File: config.mk
export PLATFORM = sky130hd
export DESIGN_NAME = pwm_from_count
export DESIGN_NICKNAME = d
export VERILOG_FILES = /design/src/rtl/pwm_from_count.sv
export SDC_FILE = /design/constraint.sdc
export NUM_CORES = 1
export LEC_CHECK = 0
export CAP_MARGIN = 40
export CORE_MARGIN = 5
export CORE_UTILIZATION = 31
export CTS_CLUSTER_DIAMETER = 150
export DETAILED_ROUTE_END_ITERATION = 10
export PLACE_DENSITY_LB_ADDON = 0.15
export SETUP_SLACK_MARGIN = 0.15
export SYNTH_ARGS = -nofsm -noshare
export SYNTH_HDL_FRONTEND = slang
export SYNTH_SLANG_ARGS = --single-unit
File: constraint.sdc
create_clock -name clk -period 1.2 [get_ports clk]
set_input_delay 0.24 -clock clk [delete_from_list [all_inputs] [get_ports clk]]
set_output_delay 0.24 -clock clk [all_outputs]
set_load 0.005 [all_outputs]
File: src/rtl/pwm_from_count.sv
// Registered PWM generator driven by an upstream 4-bit free-running count.
// Define PWM_SEQ_CHECK_EN to add the sticky count-sequence checker (seq_err).
module pwm_from_count (
    input  logic       clk,
    input  logic       rstb,
    input  logic [3:0] count,
    input  logic [4:0] duty_in,
    input  logic       duty_valid,
    output logic       duty_ready,
    output logic       pwm,
    output logic       period_done,
    output logic [7:0] period_cnt,
    output logic       seq_err
);

    logic [4:0] duty_act_q, duty_act_d;
    logic [4:0] duty_pend_q, duty_pend_d;
    logic       pend_q, pend_d;
    logic       pwm_q, pwm_d;
    logic       period_done_q, period_done_d;
    logic [7:0] period_cnt_q, period_cnt_d;
    logic       wrap;
    logic       xfer;
    logic [4:0] duty_clamped;

    assign wrap         = (count == 4'd15);
    assign xfer         = duty_valid && !pend_q;
    assign duty_clamped = (duty_in > 5'd16) ? 5'd16 : duty_in;

    always_comb begin
        duty_act_d    = duty_act_q;
        duty_pend_d   = duty_pend_q;
        pend_d        = pend_q;
        period_cnt_d  = period_cnt_q;
        period_done_d = wrap;
        pwm_d         = ({1'b0, count} < duty_act_q);
        if (wrap) begin
            // A transfer landing on the wrap cycle bypasses the pending slot.
            if (xfer) begin
                duty_act_d = duty_clamped;
            end else if (pend_q) begin
                duty_act_d = duty_pend_q;
            end
            pend_d       = 1'b0;
            period_cnt_d = period_cnt_q + 8'd1;
        end else if (xfer) begin
            duty_pend_d = duty_clamped;
            pend_d      = 1'b1;
        end
    end

    always_ff @(posedge clk or negedge rstb) begin
        if (!rstb) begin
            duty_act_q    <= 5'd0;
            duty_pend_q   <= 5'd0;
            pend_q        <= 1'b0;
            pwm_q         <= 1'b0;
            period_done_q <= 1'b0;
            period_cnt_q  <= 8'd0;
        end else begin
            duty_act_q    <= duty_act_d;
            duty_pend_q   <= duty_pend_d;
            pend_q        <= pend_d;
            pwm_q         <= pwm_d;
            period_done_q <= period_done_d;
            period_cnt_q  <= period_cnt_d;
        end
    end

    assign duty_ready  = !pend_q;
    assign pwm         = pwm_q;
    assign period_done = period_done_q;
    assign period_cnt  = period_cnt_q;

`ifdef PWM_SEQ_CHECK_EN
    logic [3:0] prev_count_q, prev_count_d;
    logic       prev_vld_q, prev_vld_d;
    logic       seq_err_q, seq_err_d;

    always_comb begin
        prev_count_d = count;
        prev_vld_d   = 1'b1;
        seq_err_d    = seq_err_q;
        // The first sampled cycle after reset has no predecessor to compare with.
        if (prev_vld_q && (count != 4'(prev_count_q + 4'd1))) begin
            seq_err_d = 1'b1;
        end
    end

    always_ff @(posedge clk or negedge rstb) begin
        if (!rstb) begin
            prev_count_q <= 4'd0;
            prev_vld_q   <= 1'b0;
            seq_err_q    <= 1'b0;
        end else begin
            prev_count_q <= prev_count_d;
            prev_vld_q   <= prev_vld_d;
            seq_err_q    <= seq_err_d;
        end
    end

    assign seq_err = seq_err_q;
`else
    assign seq_err = 1'b0;
`endif

endmodule

# == Word level (Yosys, flattened, before mapping) ==
# Index checks and enable logic that the tools add are counted.
# word_totals
word_cells,22
out_inout_bits,12
inputBits,12
regBits,21
# classes
magnitude_cmp,2
n_reduce_logical,6
bitwise,1
n_eq_ne,1
muxes,5
addsub,1
# ops
cell,count
$mux 5,3
$add 8x1->8 const B,1
$gt 5x5->1 const B,1
$lt 4x5->1,1
$eq 4x4->1 const B,1
$reduce_and 2->1,2
$reduce_bool 2->1,2
$mux 1,2
$logic_and 1x1->1,1
$logic_not 1->1,1
$not 1->1,1

# == Depth between registers and ports, before layout ==
# Gate-level depths: netlist of the first run.
# logic_depth
ltp_word,4
ltp_mapped,6
depth_no_buf,5

# == Least setup slack after synthesis of the first run ==
# Ideal clock, no wire load.
# synth_timing
path_kind,register to register
start,register duty_act_q[1]
end,"register pwm_q, in the netlist pwm"
path_slack_ps,-13
required_time_ps,1069
arrival_time_ps,1081
setup_ps,131
path_buffers,0
stages_incl_launch_ff,6
synth_period_minus_slack_ps,1213
cell_sequence,dfrtp_1 > inv_1 > ha_1 > a21o_1 > a211oi_1 > or3_1
# synth_between
elab_chain_len,1
# synth_rtl
item,line_no,rtl
from (decl),16,"logic [4:0] duty_act_q, duty_act_d;"
from (signal assigned),61,duty_act_q <= duty_act_d;
$lt 4x5->1,36,"pwm_d = ({1'b0, count} < duty_act_q);"
net pwm_d,19,"logic pwm_q, pwm_d;"
to (signal assigned),64,pwm_q <= pwm_d;
to (decl),19,
# The timed path passes the listed nets, and every way through them passes these cells.
# A chain may end at the register's enable or synchronous reset.

# == Worst setup path after layout of the first run ==
# Ends and elaborated chain as after synthesis.

==> flow_summary.toml, run 1 <==
[route]
detail_route.iter0.violations = 17
vias = 905
totalWireLength_um = 2500
detail_route.vias_per_cell = 4.57
antenna_left = 0
first_pass_iters = 4
drc_errors = 0
wl_met2_um = 1220
dr_wl_met3_um = 116
wl_per_cell_um = 12.6
wl_met1_um = 1100
topRoutingLayerUsed = "met4"

[logic_synthesis]
syn-cell-area_um2 = 995
ys_ff_latch = 21
synth_cells = 101
synth_top_area_cell = "dfrtp_1"
avgSynthCellArea_um2 = 9.85
synth_top_area_share_pct = 52.8
synth_cell_types = 27
synth_area_leaders = "dfrtp_1 53%, nand2_1 6.0%, xnor2_1 5.3%"
synth_top_flop_cell = "dfrtp_1"
synth_edf_count = 0
synth.yosys.warnings = 0
seq_area_frac_synth_pct = 52.8
ys_async_sr_fraction_pct = 100
synth_fp_nets = 117

[sta]
tns_ns = -0.0392
fin_skew_ns = 0.00776
final_max_slew_viol_count = 0
worst_slack_ns = -0.0392
grt_setup_unrepaired = "true"
timing.hold.ws_ns = 0.251
finalSetupViolCount = 1
max_freq_mhz = 807
period_minus_slack_ns = 1.24
min_period_over_period_pct = 103
final-hold-violation-count = 0

[pwr]
intPower_uw = 1470
p_clk_share_pct = 16.2
swShare_pct = 31.9
total_power_uw = 2150
pwr-share-seq_pct = 44.7
vdd_drop_max_v = 0.000786
combPwrFrac_pct = 39.1
p_sw_uw = 688
leakagePower_uw = 0.000799
power_density_nw_per_um2 = 1310

[setup_path]
crit_path_cell_trace = "inv_2 -> ha_4 -> a21o_1 -> a211oi_1 -> or3_1"
worst-setup-path-type = "flip-flop to flip-flop"
regToRegSetupSlack_ns = -0.04
crit_required_ns = 1.40
worstPathArrival_ns = 1.44
reg2reg_from = "duty_act_q[1]$_DFFE_PN0P_"
crit_slowest_cell = "dfrtp_1"
reg2reg_to = "pwm$_DFF_PN0_"
crit_path_max_fanout = 2
setup.worst_path.start_class = "flip-flop"
slowest_delay_ns = 0.37
rr_worst_depth = 5
critPathCaptureType = "flip-flop"

[floorplan]
start_util_pct = 32.3
row_count = 20
io_pins = 24
die_w_um = 66.6
die_area_um2 = 4440
core_um2 = 3080
fp.dieH_um = 66.6

[placement]
dp_hpwl_um = 1580
gp_congestion = 0.779
portBuffers = 22

[global_routing]
grt_pass1_wl_um = 4060
grt_max_degree = 22
track_usage_pct = 12.2
antenna_found_initial = 0
grt_overflow_total = 0
grt_pass1_vias = 952

[status]
violations = "setup timing"
outcome = "finished with violations"

[clock_network]
cts_buffer_depth = 2
clock-sinks = 21
htree_levels = 1
ctsHoldBuffers = 0
path_clk_slew_ns = 0.13
root_buffer = "clkbuf_4"
cts_tree = "yes"
clkLatencyLatePin_ns = 0.31
numCtsBuffers = 3

[worst_hold_path]
min_path_type = "input port to async pin"

[finish]
drive_above_1_share_pct = 47.4
nNetsFinal = 171
fill_cells = 295
diodes = 0
area_delta_synth_final_pct = 65.7
utilization_pct = 53.5

[job]
timing.max_cap.violations = 0
==> synthesized netlist by cell type, drive strengths merged (2+ instances only) <==
library cell   n
xnor2          6
inv            6
nand2b         3
nand3          3
a31oi          2
ha             4
a32oi          2
nor2          11
dfrtp         21
nand2         17
o22ai          3
and3           2
buf            4
o21ai          8
==> power groups by stage <==
stage / logic [uW] / registers (uW) / clock network [uW]
finish: 843 / 962 / 349
global route: 941 / 988 / 400
detailed placement: 581 / 998 / 0
floorplan: 258 / 987 / 0
global placement: 573 / 993 / 0
CTS: 767 / 949 / 365
==> per-stage QoR <==
stage | cell area (um^2) | setup slack [ns] | instances
global placement | 1360 | -0.378 | 176
detailed placement | 1360 | -0.425 | 176
CTS | 1530 | -0.0383 | 195
global route | 1650 | -0.111 | 198
finish | 1650 | -0.0392 | 198
floorplan | 1000 | 0.0264 | 101
==> cell type report <==
type / count / area [um^2] / area share [%]
clock buffers: 3 / 22.5 / 1.37
clock inverters: 1 / 5.00 / 0.304
inverters: 6 / 25.0 / 1.52
multi-input cells: 71 / 567 / 34.4
flip-flops and latches: 21 / 526 / 31.9
well taps: 44 / 55.1 / 3.34
repair buffers: 52 / 448 / 27.2
==> worst max path at each step <==
stage	start	endpoint	slack (ns)
after floorplan	duty_act_q[1]$_DFFE_PN0P_	pwm$_DFF_PN0_	0.03
after global placement	count[1]	pwm$_DFF_PN0_	-0.38
after detailed placement	count[1]	pwm$_DFF_PN0_	-0.42
after CTS	duty_act_q[1]$_DFFE_PN0P_	pwm$_DFF_PN0_	-0.04
after global routing	duty_act_q[1]$_DFFE_PN0P_	pwm$_DFF_PN0_	-0.11
final	duty_act_q[1]$_DFFE_PN0P_	pwm$_DFF_PN0_	-0.04
==> flip-flops by register name, summed over array words and instances, names as in the netlist <==
name,cells
period_cnt,8
period_done,1
pwm,1
duty_pend_q,5
pend_q,1
duty_act_q,5
==> worst max-delay path: cells and delay by family (launching register included) <==
kind            cells  cell delay [ns]
buf+inv             1             0.05
simple gates        1             0.31
compound gates      2             0.15
fa+ha+maj           1             0.25
flops               1             0.37
==> cells in the final DEF (no fill, tap or decap), types with 2 or more instances in the layout <==
master	n
a32oi_2	2
and3_4	2
buf_6	12
nand2_4	3
nor2_1	10
dlygate4sd2_1	4
nand2_2	4
nand2b_1	3
ha_4	2
clkdlybuf4s50_1	6
inv_2	2
buf_4	18
xnor2_1	4
a31oi_1	2
nand3_2	2
o21ai_1	7
ha_1	2
dfrtp_1	21
nand2_1	11
clkbuf_4	3
xnor2_2	2
buf_2	10
inv_1	3
o22ai_1	2
==> layer usage <==
metal  global-route usage [%]  up-vias
met5                        0        -
met4                     6.09        0
met3                     3.20        6
met2                     20.3       22
met1                     14.2      429
li1                         -      448
==> cells by family (layout without fill, tap and decap cells) <==
family | count (synthesis) | after routing | synth area share, %
xor+xnor | 7 | 7 | 6.16
buf+inv | 10 | 62 | 4.78
other cells | 1 | 1 | 0.377
flops | 21 | 21 | 52.8
simple gates | 39 | 40 | 19.0
fa+ha+maj | 4 | 4 | 5.03
compound gates | 19 | 19 | 11.8
==> timing repair <==
item	CTS	global route
cloned	1	0
setup endpoints to repair	28	26
pin swaps	11	10
gates resized for setup	79	20
setup buffers	14	3
Power figures use the tool's default switching activity.
==> inputs of run 2 (changes only) <==
--- a/config.mk
+++ b/config.mk
@@ -7,7 +7,7 @@
 export LEC_CHECK = 0
 export CAP_MARGIN = 40
 export CORE_MARGIN = 5
-export CORE_UTILIZATION = 31
+export CORE_UTILIZATION = 43
 export CTS_CLUSTER_DIAMETER = 150
 export DETAILED_ROUTE_END_ITERATION = 10
 export PLACE_DENSITY_LB_ADDON = 0.15
==> run 2 against run 1 <==
  * The run still ends with setup timing left
  * Via count down 5.9%
  * Worst hold slack better by 0.019 ns
  * Clock skew down 0.0035 ns
  * Die area down 24%
  * Sequential share of layout area up 2.3 points
  * Setup slack worse by 0.0038 ns
  * Clock-buffer cell count up 1
  * Fmax down 0.31%
  * Global-route usage up 0.80 points
  * Power down 4.4%
  * Sequential power about the same
  * Largest power group unchanged
  * Highest routed layer unchanged
==> flow_summary.toml, run 2 (synthesized netlist as in run 1, its figures left out) <==
[sta]
min_period_over_period_pct = 104
period_minus_slack_ns = 1.24
final_max_slew_viol_count = 0
worst_slack_ns = -0.0430
max_freq_mhz = 804
grt_setup_unrepaired = "true"
finalSetupViolCount = 1
fin_skew_ns = 0.00425
final-hold-violation-count = 0

[setup_path]
worst-setup-path-type = "flip-flop to flip-flop"
worstPathArrival_ns = 1.43
crit_path_max_fanout = 2
reg2reg_to = "pwm$_DFF_PN0_"
reg2reg_from = "duty_act_q[1]$_DFFE_PN0P_"
regToRegSetupSlack_ns = -0.04
setup.worst_path.start_class = "flip-flop"
crit_required_ns = 1.39
crit_end = "pwm$_DFF_PN0_"
crit_start = "duty_act_q[1]$_DFFE_PN0P_"
critPathCaptureType = "flip-flop"
rr_worst_depth = 5

[route]
detail_route.vias_per_cell = 4.90
drc_errors = 0
antenna_left = 0
detail_route.iter0.violations = 15
wl_per_cell_um = 12.9
first_pass_iters = 3
totalWireLength_um = 2240
vias = 852

[floorplan]
fp.dieH_um = 58.1
io_pins = 24
die_w_um = 58.1
core_um2 = 2210
die_area_um2 = 3380
start_util_pct = 45.0
row_count = 17

[global_routing]
grt_overflow_total = 0
grt_pass1_wl_um = 3440
grt_pass1_vias = 792
grt_max_degree = 22
track_usage_pct = 13.0
antenna_found_initial = 0

[placement]
post-place-ws_ns = -0.407
dpl-instance-area_um2 = 1320
portBuffers = 22
dp_hpwl_um = 1550
gp_congestion = 0.724

[finish]
utilization_pct = 69.4
drive_above_1_share_pct = 43.2
largest_register_ffs = 8
area_delta_synth_final_pct = 54.3
fin_area_um2 = 1540
final_common_cell = "dfrtp_1"
diodes = 0
most-common-layout-cells = "21 x dfrtp_1, 17 x buf_4, 10 x nor2_1, 10 x nand2_1, 10 x buf_2"
nNetsFinal = 163

[job]
timing.max_cap.violations = 0

[clock_network]
clock-sinks = 21
cts_buffer_depth = 2
root_buffer = "clkbuf_4"
cts_tree = "yes"
numCtsBuffers = 3
path_clk_slew_ns = 0.11
clkLatencyLatePin_ns = 0.29
htree_levels = 1
ctsHoldBuffers = 0

[pwr]
leakagePower_uw = 0.000772
total_power_uw = 2060
vdd_drop_max_v = 0.00101
power_density_nw_per_um2 = 1340

[status]
violations = "setup timing"
outcome = "finished with violations"

[worst_hold_path]
min_path_type = "input port to async pin"
==> run 2: worst min-delay path by stage <==
stage | endpoint | slack [ns] | depth (start not counted)
2_1_floorplan | duty_act_q[0]$_DFFE_PN0P_ | -0.06 | 0
3_3_place_gp | period_cnt[7]$_DFFE_PN0P_ | 0.46 | 1
3_5_place_dp | period_cnt[7]$_DFFE_PN0P_ | 0.47 | 1
4_1_cts | pwm$_DFF_PN0_ | 0.27 | 2
5_1_grt | pwm$_DFF_PN0_ | 0.28 | 2
6_report | pwm$_DFF_PN0_ | 0.27 | 2
==> run 2: final cells by class <==
type | instances | area, um^2
repair buffers | 44 | 353
inverters | 6 | 25.0
fillers | 177 | 677
well taps | 28 | 35.0
clock buffers | 4 | 26.3
flip-flops and latches | 21 | 526
multi-input cells | 71 | 571
==> run 2: routing by layer <==
| metal | wire length [um] | vias to the layer above | GRT usage (%) |
|---|---|---|---|
| met5 | 0 | - | 0 |
| met4 | 12 | 0 | 3.97 |
| met3 | 102 | 2 | 3.12 |
| met2 | 1190 | 12 | 21.5 |
| met1 | 939 | 408 | 16.7 |
| li1 | - | 430 | - |
==> run 2: metrics by stage <==
step           hold WS (ns)  cells  TNS (ns)
6_report              0.270    174   -0.0430
5_1_grt               0.284    174   -0.0782
3_3_place_gp          0.463    160     -5.39
3_5_place_dp          0.469    160     -5.67
4_1_cts               0.271    172   -0.0513
2_1_floorplan       -0.0556    101         0
==> run 2: power by group <==
group | internal [uW] | switching (uW) | total [uW]
Sequential | 863 | 102 | 965
Clock | 129 | 202 | 331
Combinational | 420 | 345 | 764
==> run 2: worst max-delay path: stages, from the launching register on <==
cell,delay (ns)
dfrtp_1,0.36
inv_1,0.05
ha_1,0.27
a21o_1,0.10
a211oi_1,0.05
or3_1,0.30
==> run 2: repair_timing <==
| item | CTS | global route |
|---|---|---|
| hold endpoints to repair | 0 | 0 |
| gates cloned | 1 | 0 |
| resized for setup | 74 | 21 |
| endpoints found under the setup margin | 28 | 26 |
| pin swaps | 14 | 10 |
| buffers inserted | 7 | 2 |
==> inputs of run 3 (changes only) <==
--- a/config.mk
+++ b/config.mk
@@ -5,9 +5,10 @@
 export SDC_FILE = /design/constraint.sdc
 export NUM_CORES = 1
 export LEC_CHECK = 0
+export ABC_AREA = 1
 export CAP_MARGIN = 40
 export CORE_MARGIN = 5
-export CORE_UTILIZATION = 43
+export CORE_UTILIZATION = 45
 export CTS_CLUSTER_DIAMETER = 150
 export DETAILED_ROUTE_END_ITERATION = 10
 export PLACE_DENSITY_LB_ADDON = 0.15
==> run 3 against run 2 <==
  * The flow now finishes without violations
  * Fmax rose by 8.1%
  * Via count is 31% higher
  * Combinational power grew 41%
  * Clock power rose by 6.9%
  * Critical path type unchanged
  * Highest routed layer unchanged
==> flow_summary.toml, run 3 <==
[status]
outcome = "finished, final reports clean"

[logic_synthesis]
synth.yosys.warnings = 0
synth_top_area_cell = "dfrtp_1"
synth_top_area_share_pct = 45.7
synth_cells = 144
avgSynthCellArea_um2 = 7.99
synth_edf_count = 0
synth_top_flop_cell = "dfrtp_1"
synthTopCellsByCount = "49 x nand2_1, 21 x dfrtp_1, 17 x inv_1, 11 x nor2_1, 8 x o21ai_0"
ys_async_sr_fraction_pct = 100
synth_area_leaders = "dfrtp_1 46%, nand2_1 16%, inv_1 5.5%"
synth_most_common_cell = "nand2_1"
syn-cell-area_um2 = 1150
synth_fp_nets = 160
seq_area_frac_synth_pct = 45.7
synth_cell_types = 24
ys_ff_latch = 21

[global_routing]
grt_max_degree = 22
grt_overflow_total = 0
grt_pass1_wl_um = 4650
track_usage_pct = 17.4
grt_pass1_vias = 1071
antenna_found_initial = 0

[route]
drc_errors = 0
totalWireLength_um = 3050
wl_met1_um = 1290
wl_per_cell_um = 13.4
wl_met2_um = 1580
detail_route.iter0.violations = 17
topRoutingLayerUsed = "met4"
vias = 1115
detail_route.vias_per_cell = 4.89
first_pass_iters = 4
antenna_left = 0
dr_wl_met3_um = 80

[pwr]
leakagePower_uw = 0.000960
vdd_drop_max_v = 0.00107
combPwrFrac_pct = 45.4
p_sw_uw = 840
p_clk_share_pct = 14.9
power_density_nw_per_um2 = 1310
total_power_uw = 2380
intPower_uw = 1540
pwr-share-seq_pct = 39.7
swShare_pct = 35.3

[setup_path]
worst-setup-path-type = "flip-flop to flip-flop"
worstPathArrival_ns = 1.36
crit_path_max_fanout = 7
crit_required_ns = 1.41
reg2reg_from = "pend_q$_DFFE_PN0P_"
rr_worst_depth = 7
reg2reg_to = "duty_pend_q[4]$_DFFE_PN0P_"
critPathCaptureType = "flip-flop"
regToRegSetupSlack_ns = 0.05
setup.worst_path.start_class = "flip-flop"

[clock_network]
clkLatencyLatePin_ns = 0.31
numCtsBuffers = 3
cts_tree = "yes"
path_clk_slew_ns = 0.12
clock-sinks = 21
ctsHoldBuffers = 0
root_buffer = "clkbuf_4"
cts_buffer_depth = 2
htree_levels = 1

[placement]
dp_hpwl_um = 1800
gp_congestion = 0.719
portBuffers = 22
dpl-instance-area_um2 = 1480

[floorplan]
fp.dieH_um = 60.6
row_count = 18
die_area_um2 = 3670
io_pins = 24
start_util_pct = 46.8
die_w_um = 60.6
core_um2 = 2450

[finish]
fin_area_um2 = 1810
diodes = 0
final_common_cell = "nand2_1"
largest_register_ffs = 8
nNetsFinal = 215
drive_above_1_share_pct = 45.5
area_delta_synth_final_pct = 57.8
most-common-layout-cells = "38 x nand2_1, 21 x dfrtp_1, 19 x buf_4"

[sta]
final-hold-violation-count = 0
finalSetupViolCount = 0
fin_skew_ns = 0.00875
period_minus_slack_ns = 1.15
final_max_slew_viol_count = 0
grt_setup_unrepaired = "true"
min_period_over_period_pct = 95.9
max_freq_mhz = 869

[job]
timing.max_cap.violations = 0

[worst_hold_path]
min_path_type = "input port to async pin"
==> run 3: power by group through the flow <==
stage	clock, uW	sequential, uW	combinational (uW)
finish	354	947	1080
global route	402	964	1180
CTS	370	942	903
detailed placement	0	981	640
global placement	0	973	628
floorplan	0	979	303
==> run 3: layout make-up <==
cell class | instances | area (um^2)
well taps | 30 | 37.5
multi-input cells | 100 | 708
repair buffers | 51 | 424
fillers | 172 | 641
flip-flops and latches | 21 | 526
inverters | 22 | 92.6
clock buffers | 4 | 26.3
==> run 3: logic make-up after synthesis <==
| group | synth area share [%] |
|---|---|
| adders and majority gates | 4.35 |
| buffers and inverters | 9.58 |
| other | 0.326 |
| AOI/OAI and AO/OA | 8.05 |
| DFF | 45.7 |
| xor gates and xnor gates | 2.29 |
| and+or+nand+nor | 29.7 |
==> run 3: worst max-delay path by stage <==
stage / from / end / slack, ns / cells after the start
2_1_floorplan: period_cnt[0]$_DFFE_PN0P_ / period_cnt[4]$_DFFE_PN0P_ / 0.10 / 5
3_3_place_gp: count[3] / duty_act_q[4]$_DFFE_PN0P_ / -0.27 / 7
3_5_place_dp: count[3] / period_cnt[2]$_DFFE_PN0P_ / -0.33 / 6
6_report: pend_q$_DFFE_PN0P_ / duty_pend_q[4]$_DFFE_PN0P_ / 0.05 / 7
4_1_cts: period_cnt[0]$_DFFE_PN0P_ / period_cnt[6]$_DFFE_PN0P_ / 0.07 / 8
5_1_grt: period_cnt[0]$_DFFE_PN0P_ / period_cnt[7]$_DFFE_PN0P_ / -0.04 / 9
==> run 3: layer usage <==
layer  global-route usage (%)  up-vias
li1                         -      558
met1                     22.4      528
met2                     29.8       20
met3                     2.55        9
met4                     6.50        0
met5                        0        -
==> run 3: what timing repair did <==
item | in CTS | in global routing
pin swaps | 23 | 18
setup endpoints to repair | 31 | 28
endpoints found under the hold margin | 0 | 0
setup buffers | 15 | 3
gates cloned | 1 | 0
gates resized for setup | 77 | 29
==> run 3: stage by stage <==
step	setup TNS [ns]	setup slack, ns	utilization [%]	hold WS [ns]	std cells
2_1_floorplan	0	0.103	-	-0.0556	144
3_3_place_gp	-4.45	-0.268	60.2	0.468	205
3_5_place_dp	-5.28	-0.333	60.2	0.481	205
4_1_cts	0	0.0682	68.4	0.254	225
5_1_grt	-0.0949	-0.0436	73.9	0.252	228
6_report	0	0.0496	73.9	0.253	228
==> run 3: worst max-delay path, cell delays in order, from the launching register on <==
cell and delay (ns):
dfrtp_1 0.41, inv_2 0.06, buf_6 0.10, nand2_4 0.06, nor2_4 0.22, inv_4 0.07
nand2_2 0.08, o21ai_2 0.05
